<file path="config.mk">
export PLATFORM = sky130hd
export DESIGN_NAME = ppu_vram_fill_writer_flat
export DESIGN_NICKNAME = d
export VERILOG_FILES = /design/src/rtl/ppu_vram_fill_writer_if.sv /design/src/rtl/ppu_vram_fill_writer.sv /design/src/flat_wrapper.sv
export SDC_FILE = /design/constraint.sdc
export NUM_CORES = 1
export LEC_CHECK = 0
export ABC_AREA = 1
export CAP_MARGIN = 20
export CORE_MARGIN = 4
export CORE_UTILIZATION = 25
export DETAILED_ROUTE_END_ITERATION = 16
export PLACE_DENSITY_LB_ADDON = 0.15
export REMOVE_ABC_BUFFERS = 1
export SLEW_MARGIN = 20
export SYNTH_ARGS = -nofsm -noshare
export SYNTH_HDL_FRONTEND = slang
export SYNTH_SLANG_ARGS = --single-unit
</file>
<file path="constraint.sdc">
create_clock -name clk -period 10.3 [get_ports clk]
set_input_delay 2.575 -clock clk [delete_from_list [all_inputs] [get_ports clk]]
set_output_delay 2.575 -clock clk [all_outputs]
set_load 0.05 [all_outputs]
</file>
<file path="src/rtl/ppu_vram_fill_writer_if.sv">
// Bundle of the four PPU-side (port B) VRAM write ports driven by the fill writer.
interface ppu_vram_fill_writer_if;
  logic [10:0] tilram_addr_b;
  logic        tilram_wren_b;
  logic [63:0] tilram_wrdata_b;
  logic [7:0]  tilram_byteena_b;

  logic [11:0] patram_addr_b;
  logic        patram_wren_b;
  logic [63:0] patram_wrdata_b;
  logic [7:0]  patram_byteena_b;

  logic [5:0]  sprram_addr_b;
  logic        sprram_wren_b;
  logic [63:0] sprram_wrdata_b;
  logic [7:0]  sprram_byteena_b;

  logic [8:0]  palram_addr_b;
  logic        palram_wren_b;
  logic [63:0] palram_wrdata_b;
  logic [7:0]  palram_byteena_b;

  modport master (
    output tilram_addr_b, tilram_wren_b, tilram_wrdata_b, tilram_byteena_b,
    output patram_addr_b, patram_wren_b, patram_wrdata_b, patram_byteena_b,
    output sprram_addr_b, sprram_wren_b, sprram_wrdata_b, sprram_byteena_b,
    output palram_addr_b, palram_wren_b, palram_wrdata_b, palram_byteena_b
  );

  modport slave (
    input tilram_addr_b, tilram_wren_b, tilram_wrdata_b, tilram_byteena_b,
    input patram_addr_b, patram_wren_b, patram_wrdata_b, patram_byteena_b,
    input sprram_addr_b, sprram_wren_b, sprram_wrdata_b, sprram_byteena_b,
    input palram_addr_b, palram_wren_b, palram_wrdata_b, palram_byteena_b
  );
endinterface

</file>
<file path="src/rtl/ppu_vram_fill_writer.sv">
// Sequential VRAM initialiser: writes TILRAM, PATRAM, SPRRAM then PALRAM, one word
// per clock, with either a constant or seed+address data pattern.
module ppu_vram_fill_writer #(
  parameter int          TIL_DEPTH  = 2048,
  parameter int          PAT_DEPTH  = 4096,
  parameter int          SPR_DEPTH  = 40,
  parameter int          PAL_DEPTH  = 512,
  parameter logic [63:0] FILL_VALUE = 64'd12345
) (
  input  logic        clk,
  input  logic        rst_n,
  input  logic        start,
  input  logic        abort,
  input  logic        pattern_sel,
  input  logic [63:0] seed,
  output logic        busy,
  output logic        done,
  ppu_vram_fill_writer_if.master vram
);

  localparam logic [2:0] S_IDLE = 3'd0;
  localparam logic [2:0] S_TIL  = 3'd1;
  localparam logic [2:0] S_PAT  = 3'd2;
  localparam logic [2:0] S_SPR  = 3'd3;
  localparam logic [2:0] S_PAL  = 3'd4;
  localparam logic [2:0] S_FIN  = 3'd5;

  localparam logic [11:0] TIL_LAST = 12'(TIL_DEPTH - 1);
  localparam logic [11:0] PAT_LAST = 12'(PAT_DEPTH - 1);
  localparam logic [11:0] SPR_LAST = 12'(SPR_DEPTH - 1);
  localparam logic [11:0] PAL_LAST = 12'(PAL_DEPTH - 1);

  logic [2:0]  state_q, state_d;
  logic [11:0] addr_q, addr_d;
  logic        mode_q, mode_d;
  logic [63:0] seed_q, seed_d;

  logic [11:0] last_addr;
  logic [2:0]  next_state;
  logic        writing;
  logic [63:0] data_d;

  logic        busy_q, busy_d, done_q, done_d;
  logic [10:0] til_addr_q, til_addr_d;
  logic [11:0] pat_addr_q, pat_addr_d;
  logic [5:0]  spr_addr_q, spr_addr_d;
  logic [8:0]  pal_addr_q, pal_addr_d;
  logic        til_wren_q, til_wren_d, pat_wren_q, pat_wren_d;
  logic        spr_wren_q, spr_wren_d, pal_wren_q, pal_wren_d;
  logic [63:0] til_data_q, til_data_d, pat_data_q, pat_data_d;
  logic [63:0] spr_data_q, spr_data_d, pal_data_q, pal_data_d;

  // state_q/addr_q describe the write currently on the ports; everything below
  // looks one step ahead so the port registers show the next write.
  always_comb begin
    state_d    = state_q;
    addr_d     = addr_q;
    mode_d     = mode_q;
    seed_d     = seed_q;
    last_addr  = TIL_LAST;
    next_state = S_PAT;
    writing    = 1'b0;
    case (state_q)
      S_TIL: begin last_addr = TIL_LAST; next_state = S_PAT; writing = 1'b1; end
      S_PAT: begin last_addr = PAT_LAST; next_state = S_SPR; writing = 1'b1; end
      S_SPR: begin last_addr = SPR_LAST; next_state = S_PAL; writing = 1'b1; end
      S_PAL: begin last_addr = PAL_LAST; next_state = S_FIN; writing = 1'b1; end
      default: ;
    endcase

    if (state_q == S_IDLE) begin
      if (start) begin
        state_d = S_TIL;
        addr_d  = '0;
        mode_d  = pattern_sel;
        seed_d  = seed;
      end
    end else if (state_q == S_FIN) begin
      state_d = S_IDLE;
    end else if (writing) begin
      if (abort) begin
        state_d = S_IDLE;
        addr_d  = '0;
      end else if (addr_q == last_addr) begin
        state_d = next_state;
        addr_d  = '0;
      end else begin
        addr_d = addr_q + 12'd1;
      end
    end else begin
      state_d = S_IDLE;
      addr_d  = '0;
    end
  end

  always_comb begin
    data_d     = mode_d ? (seed_d + {52'd0, addr_d}) : FILL_VALUE;
    til_wren_d = (state_d == S_TIL);
    pat_wren_d = (state_d == S_PAT);
    spr_wren_d = (state_d == S_SPR);
    pal_wren_d = (state_d == S_PAL);
    til_addr_d = til_wren_d ? addr_d[10:0] : '0;
    pat_addr_d = pat_wren_d ? addr_d       : '0;
    spr_addr_d = spr_wren_d ? addr_d[5:0]  : '0;
    pal_addr_d = pal_wren_d ? addr_d[8:0]  : '0;
    til_data_d = til_wren_d ? data_d : '0;
    pat_data_d = pat_wren_d ? data_d : '0;
    spr_data_d = spr_wren_d ? data_d : '0;
    pal_data_d = pal_wren_d ? data_d : '0;
    busy_d     = til_wren_d | pat_wren_d | spr_wren_d | pal_wren_d;
    done_d     = (state_d == S_FIN);
  end

  always_ff @(posedge clk or negedge rst_n) begin
    if (!rst_n) begin
      state_q    <= S_IDLE;
      addr_q     <= '0;
      mode_q     <= 1'b0;
      seed_q     <= '0;
      busy_q     <= 1'b0;
      done_q     <= 1'b0;
      til_addr_q <= '0;
      pat_addr_q <= '0;
      spr_addr_q <= '0;
      pal_addr_q <= '0;
      til_wren_q <= 1'b0;
      pat_wren_q <= 1'b0;
      spr_wren_q <= 1'b0;
      pal_wren_q <= 1'b0;
      til_data_q <= '0;
      pat_data_q <= '0;
      spr_data_q <= '0;
      pal_data_q <= '0;
    end else begin
      state_q    <= state_d;
      addr_q     <= addr_d;
      mode_q     <= mode_d;
      seed_q     <= seed_d;
      busy_q     <= busy_d;
      done_q     <= done_d;
      til_addr_q <= til_addr_d;
      pat_addr_q <= pat_addr_d;
      spr_addr_q <= spr_addr_d;
      pal_addr_q <= pal_addr_d;
      til_wren_q <= til_wren_d;
      pat_wren_q <= pat_wren_d;
      spr_wren_q <= spr_wren_d;
      pal_wren_q <= pal_wren_d;
      til_data_q <= til_data_d;
      pat_data_q <= pat_data_d;
      spr_data_q <= spr_data_d;
      pal_data_q <= pal_data_d;
    end
  end

  assign busy = busy_q;
  assign done = done_q;

  assign vram.tilram_addr_b    = til_addr_q;
  assign vram.tilram_wren_b    = til_wren_q;
  assign vram.tilram_wrdata_b  = til_data_q;
  assign vram.tilram_byteena_b = {8{til_wren_q}};
  assign vram.patram_addr_b    = pat_addr_q;
  assign vram.patram_wren_b    = pat_wren_q;
  assign vram.patram_wrdata_b  = pat_data_q;
  assign vram.patram_byteena_b = {8{pat_wren_q}};
  assign vram.sprram_addr_b    = spr_addr_q;
  assign vram.sprram_wren_b    = spr_wren_q;
  assign vram.sprram_wrdata_b  = spr_data_q;
  assign vram.sprram_byteena_b = {8{spr_wren_q}};
  assign vram.palram_addr_b    = pal_addr_q;
  assign vram.palram_wren_b    = pal_wren_q;
  assign vram.palram_wrdata_b  = pal_data_q;
  assign vram.palram_byteena_b = {8{pal_wren_q}};

endmodule

</file>
<file path="src/flat_wrapper.sv">
// flat-port wrapper written by rule: the top's interface ports become plain ports
module ppu_vram_fill_writer_flat 
#(
  parameter int          TIL_DEPTH  = 2048,
  parameter int          PAT_DEPTH  = 4096,
  parameter int          SPR_DEPTH  = 40,
  parameter int          PAL_DEPTH  = 512,
  parameter logic [63:0] FILL_VALUE = 64'd12345
)
  (clk, rst_n, start, abort, pattern_sel, seed, busy, done, vram_tilram_addr_b, vram_tilram_wren_b, vram_tilram_wrdata_b, vram_tilram_byteena_b, vram_patram_addr_b, vram_patram_wren_b, vram_patram_wrdata_b, vram_patram_byteena_b, vram_sprram_addr_b, vram_sprram_wren_b, vram_sprram_wrdata_b, vram_sprram_byteena_b, vram_palram_addr_b, vram_palram_wren_b, vram_palram_wrdata_b, vram_palram_byteena_b);
  ppu_vram_fill_writer_if vram_i ();
  input  logic clk;
  input  logic rst_n;
  input  logic start;
  input  logic abort;
  input  logic pattern_sel;
  input  logic [63:0] seed;
  output logic busy;
  output logic done;
  output wire logic [$bits(vram_i.tilram_addr_b)-1:0] vram_tilram_addr_b;
  output wire logic [$bits(vram_i.tilram_wren_b)-1:0] vram_tilram_wren_b;
  output wire logic [$bits(vram_i.tilram_wrdata_b)-1:0] vram_tilram_wrdata_b;
  output wire logic [$bits(vram_i.tilram_byteena_b)-1:0] vram_tilram_byteena_b;
  output wire logic [$bits(vram_i.patram_addr_b)-1:0] vram_patram_addr_b;
  output wire logic [$bits(vram_i.patram_wren_b)-1:0] vram_patram_wren_b;
  output wire logic [$bits(vram_i.patram_wrdata_b)-1:0] vram_patram_wrdata_b;
  output wire logic [$bits(vram_i.patram_byteena_b)-1:0] vram_patram_byteena_b;
  output wire logic [$bits(vram_i.sprram_addr_b)-1:0] vram_sprram_addr_b;
  output wire logic [$bits(vram_i.sprram_wren_b)-1:0] vram_sprram_wren_b;
  output wire logic [$bits(vram_i.sprram_wrdata_b)-1:0] vram_sprram_wrdata_b;
  output wire logic [$bits(vram_i.sprram_byteena_b)-1:0] vram_sprram_byteena_b;
  output wire logic [$bits(vram_i.palram_addr_b)-1:0] vram_palram_addr_b;
  output wire logic [$bits(vram_i.palram_wren_b)-1:0] vram_palram_wren_b;
  output wire logic [$bits(vram_i.palram_wrdata_b)-1:0] vram_palram_wrdata_b;
  output wire logic [$bits(vram_i.palram_byteena_b)-1:0] vram_palram_byteena_b;
  assign vram_tilram_addr_b = vram_i.tilram_addr_b;
  assign vram_tilram_wren_b = vram_i.tilram_wren_b;
  assign vram_tilram_wrdata_b = vram_i.tilram_wrdata_b;
  assign vram_tilram_byteena_b = vram_i.tilram_byteena_b;
  assign vram_patram_addr_b = vram_i.patram_addr_b;
  assign vram_patram_wren_b = vram_i.patram_wren_b;
  assign vram_patram_wrdata_b = vram_i.patram_wrdata_b;
  assign vram_patram_byteena_b = vram_i.patram_byteena_b;
  assign vram_sprram_addr_b = vram_i.sprram_addr_b;
  assign vram_sprram_wren_b = vram_i.sprram_wren_b;
  assign vram_sprram_wrdata_b = vram_i.sprram_wrdata_b;
  assign vram_sprram_byteena_b = vram_i.sprram_byteena_b;
  assign vram_palram_addr_b = vram_i.palram_addr_b;
  assign vram_palram_wren_b = vram_i.palram_wren_b;
  assign vram_palram_wrdata_b = vram_i.palram_wrdata_b;
  assign vram_palram_byteena_b = vram_i.palram_byteena_b;
  ppu_vram_fill_writer #(.TIL_DEPTH(TIL_DEPTH), .PAT_DEPTH(PAT_DEPTH), .SPR_DEPTH(SPR_DEPTH), .PAL_DEPTH(PAL_DEPTH), .FILL_VALUE(FILL_VALUE)) u_core (.clk(clk), .rst_n(rst_n), .start(start), .abort(abort), .pattern_sel(pattern_sel), .seed(seed), .busy(busy), .done(done), .vram(vram_i));
endmodule
</file>
### Word-level counts from Yosys, hierarchy flattened

Cells that the tools add are included.

* register bits: 380
* input port bits: 69
* output and inout port bits: 332
* logic and storage cells: 64

* bitwise operators: 3
* eq/ne operators: 11
* $add $sub $neg: 2
* reductions and logical operators: 2
* muxes and demuxes: 28

Operator list (number)
* $mux W64: 7
* $mux W12: 7
* $add A64 B12 Y64: 1
* $pmux W12 S3: 1
* $mux W3: 6
* $add A12 B1 Y12 const B: 1
* $eq A12 B12 Y1: 1
* $eq A3 B2 Y1 const B: 4
* $eq A3 B3 Y1 const B: 4
* $mux W11: 1
* $mux W9: 1
* $pmux W3 S3: 1
* $eq A3 B1 Y1 const B: 2
* $mux W6: 1
* $reduce_or A4 Y1: 1
* $logic_not A3 Y1: 1
* $mux W1: 3
* $or A1 B1 Y1: 3

### Longest topological paths before layout

Gate-level depths: netlist of run 1.

* depth in word-level cells: 12
* mapped depth: 27
* depth with buffers taken out: 27

### Least setup slack after synthesis of run 1

OpenSTA, ideal clock, no wires.

* path kind: input port to flip-flop
* start: input port start
* end: register u_core.pal_data_q[40] (netlist: u_core.vram.palram_wrdata_b[40])
* stages on the path: 23
* path buffers: 4
* library setup time: 0.074 ns
* data arrival time: 5.757 ns
* data required time: 10.226 ns
* slack: 4.469 ns
* cell sequence: buf_2 buf_2 buf_2 buf_2 nor2_1 inv_1 nand3_1 o21ai_1 inv_1 ha_1 inv_1 fa_1 inv_1 nand2_1 o21bai_1 nand2_1 nand3_1 nand2_1 nor2_4 nand2_1 o21ai_1 nand3_1 nor2_1

* word-level cells in the longest chain between the ends: 5
* elaborated cells on any way between the ends: 12
* classes of those cells: add/sub: 1; eq/ne: 1; mux: 10

Ends and longest elaborated chain
* start, declared: RTL line flat_wrapper.sv:14 `input logic start;`
* $mux W12: RTL line ppu_vram_fill_writer.sv:72 `if (start) begin`
* $mux W12: RTL line ppu_vram_fill_writer.sv:71 `if (state_q == S_IDLE) begin`
* named net u_core.addr_d[0]: RTL line ppu_vram_fill_writer.sv:34 `logic [11:0] addr_q, addr_d;`
* $add A64 B12 Y64: RTL line ppu_vram_fill_writer.sv:97 `data_d = mode_d ? (seed_d + {52'd0, addr_d}) : FILL_VALUE;`
* $mux W64: RTL line ppu_vram_fill_writer.sv:97
* $mux W64: RTL line ppu_vram_fill_writer.sv:109 `pal_data_d = pal_wren_d ? data_d : '0;`
* named net u_core.pal_data_d[40]: RTL line ppu_vram_fill_writer.sv:51 `logic [63:0] spr_data_q, spr_data_d, pal_data_q, pal_data_d;`
* end signal, assigned: RTL line ppu_vram_fill_writer.sv:152 `pal_data_q <= pal_data_d;`
* end, declared: RTL line ppu_vram_fill_writer.sv:51

The timed path passes the listed nets, and every way through them passes these cells.

### Worst setup path after layout of run 1

* start: input port abort
* end: register u_core.spr_data_q[56] (netlist: u_core.vram.sprram_wrdata_b[56])

* word-level cells in the longest chain between the ends: 7
* elaborated cells on any way between the ends: 12
* classes of those cells: add/sub: 1; eq/ne: 1; mux: 10

Ends and longest elaborated chain
* start, declared: RTL line flat_wrapper.sv:15 `input logic abort;`
* $mux W12: RTL line ppu_vram_fill_writer.sv:81 `if (abort) begin`
* $mux W12: RTL line ppu_vram_fill_writer.sv:80 `end else if (writing) begin`
* $mux W12: RTL line ppu_vram_fill_writer.sv:78 `end else if (state_q == S_FIN) begin`
* $mux W12: RTL line ppu_vram_fill_writer.sv:71
* named net u_core.addr_d[0]: RTL line ppu_vram_fill_writer.sv:34
* $add A64 B12 Y64: RTL line ppu_vram_fill_writer.sv:97
* $mux W64: RTL line ppu_vram_fill_writer.sv:97
* $mux W64: RTL line ppu_vram_fill_writer.sv:108 `spr_data_d = spr_wren_d ? data_d : '0;`
* named net u_core.spr_data_d[56]: RTL line ppu_vram_fill_writer.sv:51
* end signal, assigned: RTL line ppu_vram_fill_writer.sv:151 `spr_data_q <= spr_data_d;`
* end, declared: RTL line ppu_vram_fill_writer.sv:51

The timed path passes the listed nets, and every way through them passes these cells.

==> results of run 1 <==
## path summary, 6_finish.rpt
| check | end | startpoint |
|---|---|---|
| worst min register to register | u_core.seed_q[4] | u_core.seed_q[4] |
| max in group asynchronous | u_core.vram.sprram_wrdata_b[57] | rst_n |
| worst max register to register | u_core.vram.sprram_wrdata_b[56] | u_core.state_q[1] |
| min in group asynchronous | u_core.vram.palram_wrdata_b[0] | rst_n |
| worst min-delay path | u_core.seed_q[4] | u_core.seed_q[4] |
| worst max-delay path | u_core.vram.sprram_wrdata_b[56] | abort |
## final cells by class
type                       count  area, um^2  share of cell area (%)
antenna                        5        12.5                  0.0543
clock buffer                  64        1390                    6.04
clock inverter                16         221                   0.961
inverter                     234         880                    3.82
multi-input combinational   1330        5810                    25.2
sequential                   380        9510                    41.3
tap                          864        1080                    4.69
timing repair buffer         417        4140                    18.0
## cell usage after synthesis
library cell / n
o21ai_1: 6
nor2_2: 10
nand2_1: 523
nor3b_1: 1
a21oi_1: 25
or2_2: 5
clkbuf_1: 17
o21bai_1: 3
buf_4: 34
nor2_4: 3
nor3_1: 7
xnor2_1: 2
a21o_1: 1
xor2_1: 5
inv_2: 10
nand4_1: 61
buf_2: 35
o21ai_2: 1
nand3b_1: 4
buf_6: 7
nor2_1: 457
a211oi_1: 1
o22ai_1: 2
inv_1: 224
nand2_2: 10
fa_1: 1
dfrtp_1: 380
a31oi_1: 1
nand3_2: 9
buf_1: 10
nand3_1: 113
o21ai_0: 66
ha_1: 13
## where the power goes
group          switching [uW]  total, uW  leakage [uW]  internal, uW
Sequential               32.6       1610       0.00514          1570
Combinational             591        795       0.00518           204
Clock                     655       1720      0.000783          1060
## cells by family after synthesis
group           Yosys count  synth area share [%]
compound gates          106                  3.28
buf+inv                 337                  8.88
fa+ha+maj                14                  1.09
simple gates           1203                  29.7
flops                   380                  56.7
xor+xnor                  7                 0.366
## state kept, by name, summed over array words and instances (netlist names), 11 cells and up
signal / cells
u_core.vram.patram_addr_b: 12
u_core.vram.tilram_wrdata_b: 64
u_core.vram.sprram_wrdata_b: 64
u_core.vram.palram_wrdata_b: 64
u_core.vram.patram_wrdata_b: 64
u_core.seed_q: 64
u_core.addr_q: 12
u_core.vram.tilram_addr_b: 11
## worst min-delay path, cell delays in order (launching register included)
cell and delay, ps:
dfrtp_1 320, nand2_1 50, nand2_1 80
## stage by stage
stage               cells  setup WS [ps]  hold WS [ps]  total power [uW]  util [%]
floorplan            1944           3750           450              2090         -
global placement     3225           3130           467              2430      32.4
detailed placement   3225           3270           468              2440      32.4
CTS                  3305           3870           485              4180      34.8
global route         3306           3490           521              4330      34.8
finish               3310           3820           487              4120      34.9
## metal layers
| metal | vias to the layer above | part of all wire [%] | global-route usage (%) |
|---|---|---|---|
| met1 | 7120 | 44 | 23.5 |
| li1 | 7002 | - | - |
| met4 | 14 | 1.6 | 3.68 |
| met3 | 81 | 7.1 | 4.93 |
| met5 | - | 0.12 | 0 |
| met2 | 419 | 47 | 29.5 |
==> impl_metrics.csv, run 1 <==
group,metric,value,unit
run,maxCapViolCount,0,
global_route,grt-ovfl-total,0,
die,die_h,267,um
routing,routed_wl,64300,um
routing,postRouteAntennaNets,0,
setup_path,reg2regPathDepth,24,
global_route,grt_pass1_vias,14995,
timing,slew_headroom,31.9,%
synthesis,seq_area_frac_synth,56.7,%
synthesis,synthDistinctLibCells,33,
synthesis,synth_top_area_share,56.7,%
setup_path,crit_buf_inv,6,
min_path,hp-class,"reg2reg",
clock_tree,hold_buffers,0,
power,leakage,0.0111,uW
placed_design,gp_congestion,0.899,
routing,wl_per_cell,19.4,um
cells_and_area,fillers,6906,
clock_tree,clk_pin_slew,60,ps
setup_path,crit_fanout,8,
power,ir_worst_vdd,0.0908,mV
placed_design,port_buffers,400,
clock_tree,cts_resized,0,
setup_path,cp.depth,20,
synthesis,ys_ff_latch,380,
clock_tree,h-tree-depth,2,
routing,route.detailed.drc,0,
timing,fin_skew,20.5,ps
timing,fin_crit_sh,62.9,%
cells_and_area,mostFrequentLayoutCell,"nand2_1",
clock_tree,cts_tree,"yes",
global_route,grt_pass1_wl,96500,um
routing,routed_via_density,4.42,
timing,final_hold_viol_count,0,
clock_tree,post_cts_buffers,0,
die,core_area,66100,um^2
min_path,whs_path_depth,2,
status,outcome,"complete, no violations",
timing,rsz0062_at_grt,"no",
global_route,antenna_found_initial,11,
die,die_w,267,um
setup_path,critPathKind,"in2reg",
timing,worst_pin_slew,1020,ps
clock_tree,cts-buffers-inserted,46,
routing,drtIter0Drc,1117,
die,dieArea,71300,um^2
placed_design,place_hpwl,47300,um
synthesis,netlist_area,16800,um^2
cells_and_area,final_cell_mix,"nand2_1, nor2_1, clkdlybuf4s50_1",
cells_and_area,final_area,23000,um^2
cells_and_area,fin_nets,2492,
clock_tree,clockBufferDepth,3,
setup_path,path_delay_family,"simple AND/OR/NAND/NOR gates",
setup_path,cp_cell_sequence,"clkdlybuf4s50_1, nor3_1, nand3_1, inv_1, o21ai_1, inv_1, ha_1, inv_1, fa_1, inv_1, nand2_1, o21bai_1, inv_1, o21ai_0, nand3_1, nand2_1, nand2_1, nand2_1, nand3_1, nor2_1",
setup_path,worstPathArrival,6970,ps
timing,finalSetupViolations,0,
cells_and_area,area_delta_synth_final,37.4,%
timing,tns,0,ps
timing,timing.fmax,0.154,GHz
placed_design,placed_area,21400,um^2
synthesis,syn_avg_cell_area,8.19,um^2
power,power_density,179,nW/um^2
die,io_pins,401,
synthesis,yosys.area.top_type,"dfrtp_1",
die,start_util,25.4,%
setup_path,cp-start-kind,"primary input",
cells_and_area,final_layout_size_suffix_gt1_share,6.06,%
clock_tree,worstSkewPairLatency,580,ps
global_route,grt_usage,17.8,%
setup_path,r2r_setup_slack,4860,ps
clock_tree,cts-root-buf,"clkbuf_16",
synthesis,yosysWarningCount,0,
synthesis,synth_area_leaders,"dfrtp_1, nand2_1, nor2_1, inv_1, nand3_1",
timing,min_period,6480,ps
routing,vias,14636,
setup_path,cpMostUsedCell,"inv_1",
routing,firstDrtPassIters,5,
clock_tree,cts.sinks,380,
timing,slew_viol_final,0,
setup_path,crit_path_end_kind,"flop",
die,rows,94,
setup_path,cp.required,10790,ps
synthesis,syn_inst,2047,
setup_path,cp_slowest_cell,"o21ai_0",
setup_path,critical_path.max_stage_delay,470,ps
global_route,grt_start_max_net_pins,104,
(Power assumes the default switching activity.)
==> run 2: changes to the inputs <==
==> constraint.sdc (replaced) <==
create_clock -name clk -period 6.25 [get_ports clk]
set_input_delay 1.5625 -clock clk [delete_from_list [all_inputs] [get_ports clk]]
set_output_delay 1.5625 -clock clk [all_outputs]
set_load 0.05 [all_outputs]
==> run 2 against run 1 <==
Die area did not move. Global-route usage rose by 0.34 points. Register-to-register slack got worse by 3400 ps. Sequential share of layout area barely moved. Sequential power rose by 65%. Total power rose by 62%. Cell count rose by 0.48%. Wire length rose by 1.5%. Count of clock-buffer cells in the layout rose by 2. Critical path type unchanged. Critical endpoint is now u_core.vram.palram_wrdata_b[40]. Highest routed layer unchanged.
==> impl_metrics.csv, run 2 (same netlist as run 1, synthesis figures left out) <==
group,metric,value,unit
timing,min_period,5110,ps
power,leakage,0.0111,uW
timing,tns,0,ps
setup_path,reg2regPathDepth,25,
setup_path,cp-start-kind,"primary input",
setup_path,timing.rr.end,"u_core.vram.tilram_wrdata_b[50]",
placed_design,placed_area,21500,um^2
global_route,grt_pass1_wl,98100,um
die,io_pins,401,
timing,worst_pin_slew,920,ps
routing,routed_via_density,4.40,
power,comb_power_share,19.8,%
clock_tree,cts.sinks,380,
power,internal-power,4540,uW
setup_path,crit_end,"u_core.vram.palram_wrdata_b[40]",
timing,timing.fmax,0.196,GHz
placed_design,dp_cells,3238,
clock_tree,cts_tree,"yes",
clock_tree,hold_buffers,0,
setup_path,cp_cell_sequence,"clkdlybuf4s50_1, nor3_1, nand3_1, inv_1, o21ai_1, inv_1, ha_1, inv_1, fa_1, inv_1, nand2_1, o21bai_1, nand2_1, nand3_1, nand2_1, nor2_4, nand2_1, o21ai_1, nand3_1, nor2_1",
clock_tree,clk_pin_slew,70,ps
die,start_util,25.4,%
timing,final_hold_viol_count,0,
cells_and_area,final_area,23100,um^2
timing,slew_headroom,38.7,%
routing,wl_per_cell,19.6,um
placed_design,pre_cts_slack,527,ps
global_route,grt_usage,18.1,%
routing,drtIter0Drc,876,
setup_path,cp_slowest_cell,"clkdlybuf4s50_1",
power,ir_worst_vdd,0.193,mV
clock_tree,cts-buffers-inserted,46,
power,power_density,289,nW/um^2
timing,rsz0062_at_grt,"no",
setup_path,critPathKind,"in2reg",
setup_path,cp.depth,20,
routing,firstDrtPassIters,5,
clock_tree,clockBufferDepth,3,
cells_and_area,final_cell_mix,"nand2_1, nor2_1, clkdlybuf4s50_1",
setup_path,worstPathArrival,5620,ps
routing,postRouteAntennaNets,0,
cells_and_area,area_delta_synth_final,37.6,%
power,p_sw_share,31.9,%
routing,route.detailed.drc,0,
clock_tree,post_cts_buffers,0,
cells_and_area,fillers,6887,
run,maxCapViolCount,0,
timing,setup_ws,1140,ps
placed_design,gp_congestion,0.930,
die,rows,94,
cells_and_area,final_layout_size_suffix_gt1_share,6.47,%
min_path,hp-class,"reg2reg",
status,outcome,"complete, no violations",
timing,holdWs,482,ps
setup_path,critical_path.max_stage_delay,400,ps
timing,fin_skew,33.8,ps
setup_path,cp.required,6760,ps
global_route,antenna_found_initial,12,
clock_tree,cts_resized,0,
setup_path,path_delay_family,"simple AND/OR/NAND/NOR gates",
clock_tree,cts-root-buf,"clkbuf_16",
cells_and_area,fin_nets,2505,
setup_path,crit_fanout,8,
placed_design,place_hpwl,47800,um
die,core_area,66100,um^2
routing,routed_wl,65300,um
routing,vias,14638,
timing,finalSetupViolations,0,
setup_path,r2r_setup_slack,1440,ps
power,switching_power,2130,uW
power,seq_power_share,39.7,%
setup_path,crit_buf_inv,5,
cells_and_area,regArea,9510,um^2
global_route,grt-ovfl-total,0,
cells_and_area,instances_no_fill,3326,
timing,fin_crit_sh,81.8,%
setup_path,crit_start,"abort",
power,clock_power_share,40.5,%
die,dieArea,71300,um^2
setup_path,r2r-start,"u_core.addr_q[0]",
setup_path,crit_path_end_kind,"flop",
clock_tree,worstSkewPairLatency,590,ps
global_route,grt_start_max_net_pins,136,
cells_and_area,multi_input_area,5810,um^2
die,die_h,267,um
clock_tree,h-tree-depth,2,
timing,slew_viol_final,0,
die,die_w,267,um
cells_and_area,mostFrequentLayoutCell,"nand2_1",
global_route,grt_pass1_vias,14953,
placed_design,port_buffers,400,
==> run 2: cell count changes in the layout (fill, tap and decap cells not counted), sizes merged <==
cell	before	now
clkbuf	64	66
inv	233	234
clkinvlp	5	2
buf	19	32
bufinv	5	2
clkinv	7	13
==> run 2: how the worst min path moves through the flow <==
stage	start	end	cells after the start	slack [ps]
global placement	u_core.seed_q[9]	u_core.seed_q[9]	2	470
finish	u_core.seed_q[8]	u_core.seed_q[8]	2	480
detailed placement	u_core.seed_q[8]	u_core.seed_q[8]	2	470
CTS	u_core.seed_q[8]	u_core.seed_q[8]	2	490
floorplan	u_core.seed_q[0]	u_core.seed_q[0]	2	450
global route	u_core.seed_q[10]	u_core.seed_q[10]	2	510
==> run 2: metal layers <==
metal | track usage (%) | wire, um | vias to the layer above
li1 | - | - | 7030
met1 | 24.2 | 28900 | 7102
met2 | 29.5 | 30400 | 406
met3 | 5.26 | 4740 | 84
met4 | 3.90 | 1130 | 16
met5 | 0 | 94 | -
==> run 2: layout make-up <==
type                    instances  share of cell area, %
repair buffers                430                   18.4
multi-input cells            1330                   25.2
clock buffers                  66                   5.88
well taps                     864                   4.69
clock inverters                17                  0.754
inverters                     234                   3.81
flip-flops and latches        380                   41.2
diodes                          5                 0.0542
==> run 2: tightest hold or removal path: cells and delay by family, from the launching register on <==
kind             cells  cell delay (ps)
flip-flops           1              320
AND/OR/NAND/NOR      2              130
==> run 2: power by group through the flow <==
stage | Sequential (uW) | Clock, uW | Combinational, uW
6_report | 2650 | 2700 | 1320
2_1_floorplan | 2890 | 0 | 556
4_1_cts | 2650 | 2790 | 1340
3_5_place_dp | 2690 | 0 | 1340
5_1_grt | 2660 | 2900 | 1460
3_3_place_gp | 2690 | 0 | 1320
==> run 2: through the flow <==
| step | total power, uW | util [%] |
|---|---|---|
| finish | 6670 | 34.9 |
| global route | 7020 | 34.9 |
| CTS | 6780 | 34.9 |
| detailed placement | 4030 | 32.6 |
| global placement | 4010 | 32.5 |
| floorplan | 3450 | - |
